**src/rtl/ws2812b_receiver_if.sv**
```systemverilog
// Output bundle of the WS2812B receiver.
//   master : driven by the receiver (decoded pixels, frame and error strobes)
//   slave  : consumed by whatever monitors the decoded stream
// Ports:
//   pixel_valid       one-cycle strobe, pixel_* carry a new LED word
//   pixel_led_number  LED index within the frame, 0 = first after latch
//   pixel_red/green/blue  8-bit intensities
//   frame_done        one-cycle strobe at the latch that ends a non-empty frame
//   frame_count       complete words in that frame, valid with frame_done
//   bit_error         one-cycle strobe on a timing violation or partial word
interface ws2812b_receiver_if #(
    parameter int MAX_POS = 16
);
    localparam int IDX_W = $clog2(MAX_POS);

    logic             pixel_valid;
    logic [IDX_W-1:0] pixel_led_number;
    logic [7:0]       pixel_red;
    logic [7:0]       pixel_green;
    logic [7:0]       pixel_blue;
    logic             frame_done;
    logic [IDX_W:0]   frame_count;
    logic             bit_error;

    modport master (
        output pixel_valid, pixel_led_number, pixel_red, pixel_green, pixel_blue,
        output frame_done, frame_count, bit_error
    );

    modport slave (
        input pixel_valid, pixel_led_number, pixel_red, pixel_green, pixel_blue,
        input frame_done, frame_count, bit_error
    );
endinterface

```
**src/rtl/ws2812b_receiver.sv**
```systemverilog
// WS2812B NRZ stream decoder.
// Measures the high time of each pulse on leds_line, decodes it to a bit,
// assembles 24-bit GRB words into per-LED pixels and detects the latch low
// period that ends a frame.
// Ports:
//   clk        system clock (50 MHz)
//   reset      synchronous, active-high
//   leds_line  asynchronous NRZ data line
//   px         decoded pixel / frame / error outputs (master side)
module ws2812b_receiver #(
    parameter int MAX_POS       = 16,
    parameter int BIT_THRESHOLD = 29,
    parameter int MIN_HIGH      = 8,
    parameter int MAX_HIGH      = 55,
    parameter int RESET_LOW     = 2500
) (
    input  logic                clk,
    input  logic                reset,
    input  logic                leds_line,
    ws2812b_receiver_if.master  px
);
    localparam int IDX_W  = $clog2(MAX_POS);
    localparam int CNT_W  = IDX_W + 1;
    localparam int HIGH_W = $clog2(MAX_HIGH + 2);
    localparam int LOW_W  = $clog2(RESET_LOW + 1);

    localparam logic [HIGH_W-1:0] MAX_HIGH_C  = HIGH_W'(MAX_HIGH);
    localparam logic [HIGH_W-1:0] MIN_HIGH_C  = HIGH_W'(MIN_HIGH);
    localparam logic [HIGH_W-1:0] THRESH_C    = HIGH_W'(BIT_THRESHOLD);
    localparam logic [LOW_W-1:0]  RESET_LOW_C = LOW_W'(RESET_LOW);
    localparam logic [CNT_W-1:0]  MAX_POS_C   = CNT_W'(MAX_POS);

    typedef enum logic [1:0] {
        S_SYNC,
        S_IDLE,
        S_HIGH,
        S_LOW
    } state_t;

    state_t            state;
    logic              sync1;
    logic              line_s;
    logic              line_q;
    logic [HIGH_W-1:0] high_cnt;
    logic [LOW_W-1:0]  low_cnt;
    logic [4:0]        bit_cnt;
    logic [22:0]       shreg;      // first 23 bits of the word in flight
    logic [CNT_W-1:0]  word_idx;   // saturates at MAX_POS
    logic              word_pend;  // completed word waiting to be presented
    logic [23:0]       word_q;
    logic [IDX_W-1:0]  idx_q;

    logic        rise;
    logic        fall;
    logic [23:0] new_word;

    assign rise     = line_s & ~line_q;
    assign fall     = ~line_s & line_q;
    // Word as it stands once the bit ending on this fall is shifted in.
    assign new_word = {shreg, (high_cnt > THRESH_C)};

    always_ff @(posedge clk) begin
        if (reset) begin
            state               <= S_SYNC;
            sync1               <= 1'b0;
            line_s              <= 1'b0;
            line_q              <= 1'b0;
            high_cnt            <= '0;
            low_cnt             <= '0;
            bit_cnt             <= '0;
            shreg               <= '0;
            word_idx            <= '0;
            word_pend           <= 1'b0;
            word_q              <= '0;
            idx_q               <= '0;
            px.pixel_valid      <= 1'b0;
            px.pixel_led_number <= '0;
            px.pixel_red        <= '0;
            px.pixel_green      <= '0;
            px.pixel_blue       <= '0;
            px.frame_done       <= 1'b0;
            px.frame_count      <= '0;
            px.bit_error        <= 1'b0;
        end else begin
            sync1  <= leds_line;
            line_s <= sync1;
            line_q <= line_s;

            px.pixel_valid <= 1'b0;
            px.frame_done  <= 1'b0;
            px.bit_error   <= 1'b0;

            // A word completed on the previous clock is presented now; this
            // extra stage gives the fixed 3-edge latency from the last fall.
            if (word_pend) begin
                word_pend           <= 1'b0;
                px.pixel_valid      <= 1'b1;
                px.pixel_led_number <= idx_q;
                px.pixel_green      <= word_q[23:16];
                px.pixel_red        <= word_q[15:8];
                px.pixel_blue       <= word_q[7:0];
            end

            case (state)
                // Wait for a full latch period before trusting the stream.
                S_SYNC: begin
                    if (low_cnt == RESET_LOW_C) begin
                        state   <= S_IDLE;
                        low_cnt <= '0;
                    end else if (line_s) begin
                        low_cnt <= '0;
                    end else begin
                        low_cnt <= low_cnt + 1'b1;
                    end
                end

                S_IDLE: begin
                    if (rise) begin
                        high_cnt <= 1;
                        bit_cnt  <= '0;
                        state    <= S_HIGH;
                    end
                end

                S_HIGH: begin
                    if (line_s) begin
                        if (high_cnt == MAX_HIGH_C) begin
                            px.bit_error <= 1'b1;
                            state        <= S_SYNC;
                            low_cnt      <= '0;
                            bit_cnt      <= '0;
                            word_idx     <= '0;
                        end else begin
                            high_cnt <= high_cnt + 1'b1;
                        end
                    end else if (fall) begin
                        if (high_cnt < MIN_HIGH_C) begin
                            px.bit_error <= 1'b1;
                            state        <= S_SYNC;
                            low_cnt      <= '0;
                            bit_cnt      <= '0;
                            word_idx     <= '0;
                        end else begin
                            shreg   <= new_word[22:0];
                            low_cnt <= 1;
                            state   <= S_LOW;
                            if (bit_cnt == 5'd23) begin
                                bit_cnt <= '0;
                                // Words beyond MAX_POS are dropped silently.
                                if (word_idx < MAX_POS_C) begin
                                    word_pend <= 1'b1;
                                    word_q    <= new_word;
                                    idx_q     <= word_idx[IDX_W-1:0];
                                    word_idx  <= word_idx + 1'b1;
                                end
                            end else begin
                                bit_cnt <= bit_cnt + 1'b1;
                            end
                        end
                    end
                end

                S_LOW: begin
                    if (low_cnt == RESET_LOW_C) begin
                        // Latch: close the frame. A partial word is an error;
                        // an error and frame_done may pulse together.
                        if (bit_cnt != 5'd0)
                            px.bit_error <= 1'b1;
                        if (word_idx != '0) begin
                            px.frame_done  <= 1'b1;
                            px.frame_count <= word_idx;
                        end
                        word_idx <= '0;
                        bit_cnt  <= '0;
                        low_cnt  <= '0;
                        state    <= S_IDLE;
                    end else if (rise) begin
                        high_cnt <= 1;
                        state    <= S_HIGH;
                    end else if (!line_s) begin
                        low_cnt <= low_cnt + 1'b1;
                    end
                end

                default: state <= S_SYNC;
            endcase
        end
    end
endmodule

```
**src/flat_wrapper.sv**
```systemverilog
// flat-port wrapper written by rule: the top's interface ports become plain ports
module ws2812b_receiver_flat 
#(
    parameter int MAX_POS       = 16,
    parameter int BIT_THRESHOLD = 29,
    parameter int MIN_HIGH      = 8,
    parameter int MAX_HIGH      = 55,
    parameter int RESET_LOW     = 2500
)
  (clk, reset, leds_line, px_pixel_valid, px_pixel_led_number, px_pixel_red, px_pixel_green, px_pixel_blue, px_frame_done, px_frame_count, px_bit_error);
  ws2812b_receiver_if #(.MAX_POS(MAX_POS)) px_i ();
  input  logic clk;
  input  logic reset;
  input  logic leds_line;
  output wire logic [$bits(px_i.pixel_valid)-1:0] px_pixel_valid;
  output wire logic [$bits(px_i.pixel_led_number)-1:0] px_pixel_led_number;
  output wire logic [$bits(px_i.pixel_red)-1:0] px_pixel_red;
  output wire logic [$bits(px_i.pixel_green)-1:0] px_pixel_green;
  output wire logic [$bits(px_i.pixel_blue)-1:0] px_pixel_blue;
  output wire logic [$bits(px_i.frame_done)-1:0] px_frame_done;
  output wire logic [$bits(px_i.frame_count)-1:0] px_frame_count;
  output wire logic [$bits(px_i.bit_error)-1:0] px_bit_error;
  assign px_pixel_valid = px_i.pixel_valid;
  assign px_pixel_led_number = px_i.pixel_led_number;
  assign px_pixel_red = px_i.pixel_red;
  assign px_pixel_green = px_i.pixel_green;
  assign px_pixel_blue = px_i.pixel_blue;
  assign px_frame_done = px_i.frame_done;
  assign px_frame_count = px_i.frame_count;
  assign px_bit_error = px_i.bit_error;
  ws2812b_receiver #(.MAX_POS(MAX_POS), .BIT_THRESHOLD(BIT_THRESHOLD), .MIN_HIGH(MIN_HIGH), .MAX_HIGH(MAX_HIGH), .RESET_LOW(RESET_LOW)) u_core (.clk(clk), .reset(reset), .leds_line(leds_line), .px(px_i));
endmodule
```
**config.mk**
```make
export PLATFORM = sky130hd
export DESIGN_NAME = ws2812b_receiver_flat
export DESIGN_NICKNAME = d
export VERILOG_FILES = /design/src/rtl/ws2812b_receiver_if.sv /design/src/rtl/ws2812b_receiver.sv /design/src/flat_wrapper.sv
export SDC_FILE = /design/constraint.sdc
export NUM_CORES = 1
export LEC_CHECK = 0
export CELL_PAD_IN_SITES_DETAIL_PLACEMENT = 1
export CELL_PAD_IN_SITES_GLOBAL_PLACEMENT = 1
export CORE_ASPECT_RATIO = 0.7
export CORE_MARGIN = 2
export CORE_UTILIZATION = 43
export CTS_CLUSTER_DIAMETER = 100
export DETAILED_ROUTE_END_ITERATION = 8
export GPL_TIMING_DRIVEN = 0
export MAX_ROUTING_LAYER = met4
export PLACE_DENSITY_LB_ADDON = 0.1
export SLEW_MARGIN = 20
export SYNTH_ARGS = -nofsm -noshare
export SYNTH_HDL_FRONTEND = slang
export SYNTH_SLANG_ARGS = --single-unit
```
**constraint.sdc**
```tcl
create_clock -name clk -period 2.35 [get_ports clk]
set_input_delay 0.235 -clock clk [delete_from_list [all_inputs] [get_ports clk]]
set_output_delay 0.235 -clock clk [all_outputs]
set_load 0.005 [all_outputs]
```
==> run metrics, run 1 <==
result of the run finished, final reports clean; global-route total usage across every layer 0.260; clock latency at the later pin of the worst-skew pair 0.41 ns; Synth Net Count just under 600; Inserted Clock Buffers 17; number of antenna violations at the first check in global routing 0; Worst Max-Slew Pin Slew 0.937 ns; final wirelength 14300 um; Peak supply drop 0.514 mV; residual DRC count 0; wire length of the first global-routing pass ~23000 um; type of the most critical hold path in -> reg; Die ar. ~0.012 mm^2; TritonCTS clock tree done; clock-pin slew on the worst setup and hold paths 0.06 ns; 1st-iter DRT viols 239; # placed instances around 760; hold slack 0.376 ns; via count of the routed design 4354; maximum buffer depth of the clock tree 2; overall die width roughly 130 um; final setup violation count 0; Arrival @ worst endpoint around 2.6 ns; Total Neg Setup Slack 0 ns; post-layout instance area 0.00614 mm^2; minimum clock period 2.24 ns; post-synthesis register bit count between 100 and 150; Setup crit end kind flip-flop; Startpoint Class flip-flop; Top-Level Pins 39; nets@finish 645; Starting Density 0.440; TritonCTS sink count 121; Post-Syn Area per Cell between 8 and 9 um^2; area share of the largest cell type after synthesis 0.499; Synth warnings 0; maximum achievable frequency roughly 450 MHz; largest area contributor in the netlist sky130_fd_sc_hd__dfxtp_1; cell count after synthesis 572; cell types with the largest area share after synthesis sky130_fd_sc_hd__dfxtp_1 (50%), sky130_fd_sc_hd__nand2_1 (9.4%), sky130_fd_sc_hd__a21oi_1 (6.5%); layout overhead on the synthesized area 26.6%; Static Leak around 2.1 nW; number of distinct library cell variants in the gate-level netlist after synthesis 47; number of port buffers 37; post-route total power 0.00495 W; routed via count divided by cell count 5.45; cell area after synthesis 0.00485 mm^2; MaxCap Viol Count 0; count of pins over their slew limit 0; cell with the most instances after synthesis sky130_fd_sc_hd__nand2_1; gp weighted congestion 0.849; Worst Skew roughly 0.0085 ns; Seq/Total Area, Yosys 0.499; data required time at the worst endpoint ~2.7 ns; total gr overflow 0; Antenna Cells 0; average wire per cell in the routed design 17.9 um; vertical die dimension 92.9 um; top cell types by occurrence after synthesis sky130_fd_sc_hd__nand2_1 (122), sky130_fd_sc_hd__dfxtp_1 (121), sky130_fd_sc_hd__a21oi_1 (63); most instantiated flip-flop cell in the synthesis netlist sky130_fd_sc_hd__dfxtp_1; total iterations of the first detailed-routing run 5; Worst slew margin 0.375; post-route antenna net violation count 0; placed inst area 0.00542 mm^2; # H-tree levels 4; count of standard-cell rows 32; via count of the first global-routing pass 4436; power density of the placed cells 806 mW/mm^2; Setup CP Type reg -> reg; post-route insts no fill 799; asr flop ratio synth 0; number of synthesized flops with an enable pin 0; fraction of final layout cells sized beyond drive strength 1 0.0960; count of fill cells added during filler insertion 1281; root buffer selected by CTS sky130_fd_sc_hd__clkbuf_16; core box area between 0.01 and 0.015 mm^2; largest fanout of any net on the critical path 7; largest net degree at the start of global routing 17; placed wire-length estimate 9340 um; final period utilization 0.954; Hold Vio Cnt, Final 0
==> final cells by class <==
| class | instances | area [um^2] | area share |
|---|---|---|---|
| Sequential cell | 121 | 2420 | 0.394 |
| Clock inverter | 14 | 196 | 0.0320 |
| Clock buffer | 18 | 439 | 0.0715 |
| Timing Repair Buffer | 43 | 415 | 0.0676 |
| Buffer | 31 | 126 | 0.0206 |
| Tap cell | 153 | 191 | 0.0312 |
| Multi-Input combinational cell | 407 | 2300 | 0.375 |
| Inverter | 12 | 45.0 | 0.00733 |
==> path summary, 6_finish.rpt <==
check	start	end	slack [ns]	cells after the start
worst max-delay path	u_core.low_cnt[5]$_SDFFE_PP0P_	u_core.low_cnt[7]$_SDFFE_PP0P_	0.11	5
worst min-delay path	leds_line	u_core.sync1$_SDFF_PP0_	0.38	2
worst max register to register	u_core.low_cnt[5]$_SDFFE_PP0P_	u_core.low_cnt[7]$_SDFFE_PP0P_	0.11	5
worst min register to register	u_core.sync1$_SDFF_PP0_	u_core.line_s$_SDFF_PP0_	0.44	1
==> critical path, stage by stage (launching register included) <==
cell	delay, ns
sky130_fd_sc_hd__dfxtp_1	0.36
sky130_fd_sc_hd__or4b_4	0.60
sky130_fd_sc_hd__nor3_4	0.32
sky130_fd_sc_hd__o211ai_2	0.21
sky130_fd_sc_hd__or4b_1	0.54
sky130_fd_sc_hd__a21oi_1	0.13
==> timing repair <==
action / 4_1_cts / 5_1_grt
hold buffers: 0 / 0
gates resized for setup: 7 / 11
endpoints found under the setup margin: 54 / 43
pin swaps: 1 / 2
cloned: 0 / 0
buffers inserted: 2 / 4
==> power by group <==
group          internal, W  total (W)  switching, W
combinational    0.0000221  0.0000908     0.0000687
sequential         0.00206    0.00206    0.00000623
clock              0.00180    0.00279      0.000987
==> layout by cell type (no fill, tap or decap), drive strengths merged, types with 3 or more instances in the layout <==
cell,instances
a211oi,5
a21oi,63
a22oi,4
a31oi,4
and3,4
buf,12
bufinv,4
clkbuf,43
clkdlybuf4s50,37
clkinv,3
clkinvlp,6
dfxtp,121
ha,9
inv,13
mux2i,30
nand2,122
nand2b,7
nand3,9
nand4,7
nor2,55
nor2b,14
nor3,13
o211ai,3
o21ai,21
or3,4
or4b,4
xor2,4
==> state kept, by name (all words and copies together), names as in the netlist, 2 cells and up <==
name	count
u_core.px.pixel_blue	8
u_core.px.pixel_led_number	4
u_core.low_cnt	12
u_core.px.pixel_green	8
u_core.px.pixel_red	8
u_core.bit_cnt	5
u_core.word_q	24
u_core.shreg	23
u_core.high_cnt	6
u_core.idx_q	4
u_core.word_idx	5
u_core.state	2
u_core.px.frame_count	5
==> per-stage QoR <==
stage                util  worst slack [ns]
detailed placement  0.492            -0.107
CTS                 0.553            0.0349
global route        0.558          -0.00825
global placement    0.491           -0.0536
finish              0.558             0.108
floorplan               -             0.307
==> metal layers <==
metal / global-route usage / vias up / share of wire
li1: - / 2086 / -
met1: 0.325 / 2154 / 0.46
met2: 0.416 / 92 / 0.48
met3: 0.0641 / 22 / 0.048
met4: 0.0789 / 0 / 0.016
met5: - / - / 0
==> logic make-up (layout without fill, tap and decap cells) <==
logic type / Yosys count / in the layout / synth area share
flip-flops: 121 / 121 / 0.499
multiplexers: 32 / 32 / 0.0666
adder cells (fa/ha/maj): 9 / 9 / 0.0232
AO/OA/AOI/OAI: 112 / 112 / 0.133
buffers and inverters: 44 / 118 / 0.0348
XOR/XNOR: 4 / 4 / 0.00722
AND/OR/NAND/NOR: 250 / 250 / 0.236
(Power assumes the default switching activity.)
==> inputs of run 2 (changes only) <==
CTS_CLUSTER_DIAMETER = unset   (was 100)
==> results of run 2 <==
Final layout, timing and power as in run 1 (identical DEF).
==> inputs of run 3 (changes only) <==
CELL_PAD_IN_SITES_GLOBAL_PLACEMENT = 2   (was 1)
CORE_UTILIZATION = 35   (was 43)
SKIP_CTS_REPAIR_TIMING = 1   (was unset)
SKIP_LAST_GASP = 1   (was unset)
==> run metrics, run 3 (synthesis gave the netlist of run 1 again) <==
total gr overflow 0 (unchanged); clock-pin slew on the worst setup and hold paths 0.06 ns (about the same); count of pins over their slew limit 0 (unchanged); Worst slew margin 0.391 (+0.0156); via count of the first global-routing pass 4180 (-5.8%); registers with the highest flip-flop counts u_core.word_q x24, u_core.shreg x23, u_core.low_cnt x12; total iterations of the first detailed-routing run 4 (-1); maximum achievable frequency 443 MHz (-0.70%); Worst Max-Slew Pin Slew 0.914 ns (-0.0234 ns); share of the core filled with cells in the final layout 0.461 (-0.0968); routed via count divided by cell count 5.01 (-8.1%); data required time at the worst endpoint 2.68 ns (about the same); result of the run finished, final reports clean; Hold Vio Cnt, Final 0 (unchanged); number of port buffers 37 (unchanged); share of power burned in combinational logic 0.018 (about the same); clock latency at the later pin of the worst-skew pair 0.41 ns (about the same); post-route antenna net violation count 0 (unchanged); Starting Density 0.363 (-0.0774); top library cells by usage in the layout, fill and taps aside sky130_fd_sc_hd__nand2_1 (121), sky130_fd_sc_hd__dfxtp_1 (121), sky130_fd_sc_hd__a21oi_1 (63), sky130_fd_sc_hd__nor2_1 (55), sky130_fd_sc_hd__clkdlybuf4s50_1 (37); final wirelength 13400 um (-6.1%); count of standard-cell rows 35 (+9.4%); power density of the placed cells 816 mW/mm^2 (+1.3%); Static Leak 2.11 nW (-0.64%); Die ar. 0.0148 mm^2 (+22%); core box area 0.0134 mm^2 (+21%); via count of the routed design 4146 (-4.8%); global-route total usage across every layer 0.200 (-0.0592); gp weighted congestion 0.790 (-6.9%); residual DRC count 0 (unchanged); fraction of power spent switching nets 0.210 (-0.00443); Startpoint Class flip-flop; overall die width 145 um (+11%); placed wire-length estimate 9420 um (+0.83%); TritonCTS clock tree done; Top-Level Pins 39 (unchanged); largest fanout of any net on the critical path 7 (unchanged); Inserted Clock Buffers 17 (unchanged); wire length of the first global-routing pass 21800 um (-6.2%); # H-tree levels 4 (unchanged); reg2reg path depth 6 (+1); type of the most critical hold path in -> reg; Arrival @ worst endpoint 2.59 ns (about the same); vertical die dimension 102 um (+10%); TritonCTS sink count 121 (unchanged); fraction of power consumed by the clock network 0.572 (+0.008); Setup CP Type reg -> reg; largest net degree at the start of global routing 17 (unchanged); nets@finish 642 (-0.47%); Setup crit end kind flip-flop; design internal power 0.00397 W (+2.1%); Hold Crit Start leds_line; Antenna Cells 0 (unchanged); number of cells on the worst hold path 2 (unchanged); average wire per cell in the routed design 16.2 um (-9.4%); Peak supply drop 0.499 mV (-2.9%); root buffer selected by CTS sky130_fd_sc_hd__clkbuf_16; switching power 0.00106 W (-0.52%); largest reg by FF count u_core.word_q; final setup violation count 0 (unchanged); hold slack 0.381 ns (+0.00497 ns); minimum clock period 2.26 ns (+0.0159 ns); maximum buffer depth of the clock tree 2 (unchanged); MaxCap Viol Count 0 (unchanged); Largest register FFs 24 (unchanged); 1st-iter DRT viols 144 (-40%); fraction of final layout cells sized beyond drive strength 1 0.0855 (-0.0104); share of power burned in registers 0.411 (-0.006); unrepaired setup endpoints after global routing false; startpoint of the worst-slack reg-to-reg timing path u_core.low_cnt[5]$_SDFFE_PP0P_; source of the critical timing path u_core.low_cnt[5]$_SDFFE_PP0P_; number of antenna violations at the first check in global routing 0 (unchanged); final period utilization 0.961 (+0.00677); layout overhead on the synthesized area 26.9%; Worst Skew 0.00786 ns (-0.000641 ns)
## run 3: worst max-delay path: stages, from the launching register on
cell and delay [ns]:
sky130_fd_sc_hd__dfxtp_1 0.37, sky130_fd_sc_hd__or4b_4 0.62, sky130_fd_sc_hd__nor3_4 0.25, sky130_fd_sc_hd__buf_4 0.19
sky130_fd_sc_hd__a21boi_0 0.19, sky130_fd_sc_hd__or3_1 0.40, sky130_fd_sc_hd__a21oi_1 0.15
## run 3: layout make-up
class / instances / area (um^2)
Sequential cell: 121 / 2420
Tap cell: 185 / 231
Fill cell: 1536 / 7200
Clock inverter: 14 / 220
Inverter: 12 / 45.0
Timing Repair Buffer: 40 / 393
Clock buffer: 18 / 429
Multi-Input combinational cell: 407 / 2290
Buffer: 31 / 125
## run 3: layer usage
| metal | track usage | routed length (um) |
|---|---|---|
| met2 | 0.299 | 5840 |
| met5 | - | 0 |
| met4 | 0.0583 | 139 |
| met3 | 0.0412 | 319 |
| met1 | 0.276 | 7150 |
## run 3: worst paths after layout
check                                    endpoint  slack [ns]
setup / recovery  u_core.high_cnt[1]$_SDFFE_PP0P_        0.09
hold / removal            u_core.sync1$_SDFF_PP0_        0.38
hold reg to reg          u_core.line_s$_SDFF_PP0_        0.44
setup reg to reg  u_core.high_cnt[1]$_SDFFE_PP0P_        0.09
## run 3: power by group through the flow
stage | sequential, W | clock (W) | combinational, W
floorplan | 0.00211 | 0 | 0.0000551
global placement | 0.00211 | 0 | 0.0000883
detailed placement | 0.00211 | 0 | 0.0000900
CTS | 0.00206 | 0.00293 | 0.0000902
global route | 0.00206 | 0.00302 | 0.000100
finish | 0.00206 | 0.00287 | 0.0000892
## run 3: stage by stage
step / cell area, um^2 / instances / power [W] / TNS [ns] / setup WS (ns)
after floorplan: 4850 / 572 / 0.00216 / 0 / 0.307
after global placement: 5450 / 794 / 0.00220 / -0.339 / -0.112
after detailed placement: 5460 / 794 / 0.00220 / -1.63 / -0.141
after CTS: 6110 / 826 / 0.00508 / -3.07 / -0.168
after global routing: 6160 / 828 / 0.00519 / 0 / 0.000311
final: 6160 / 828 / 0.00502 / 0 / 0.0921
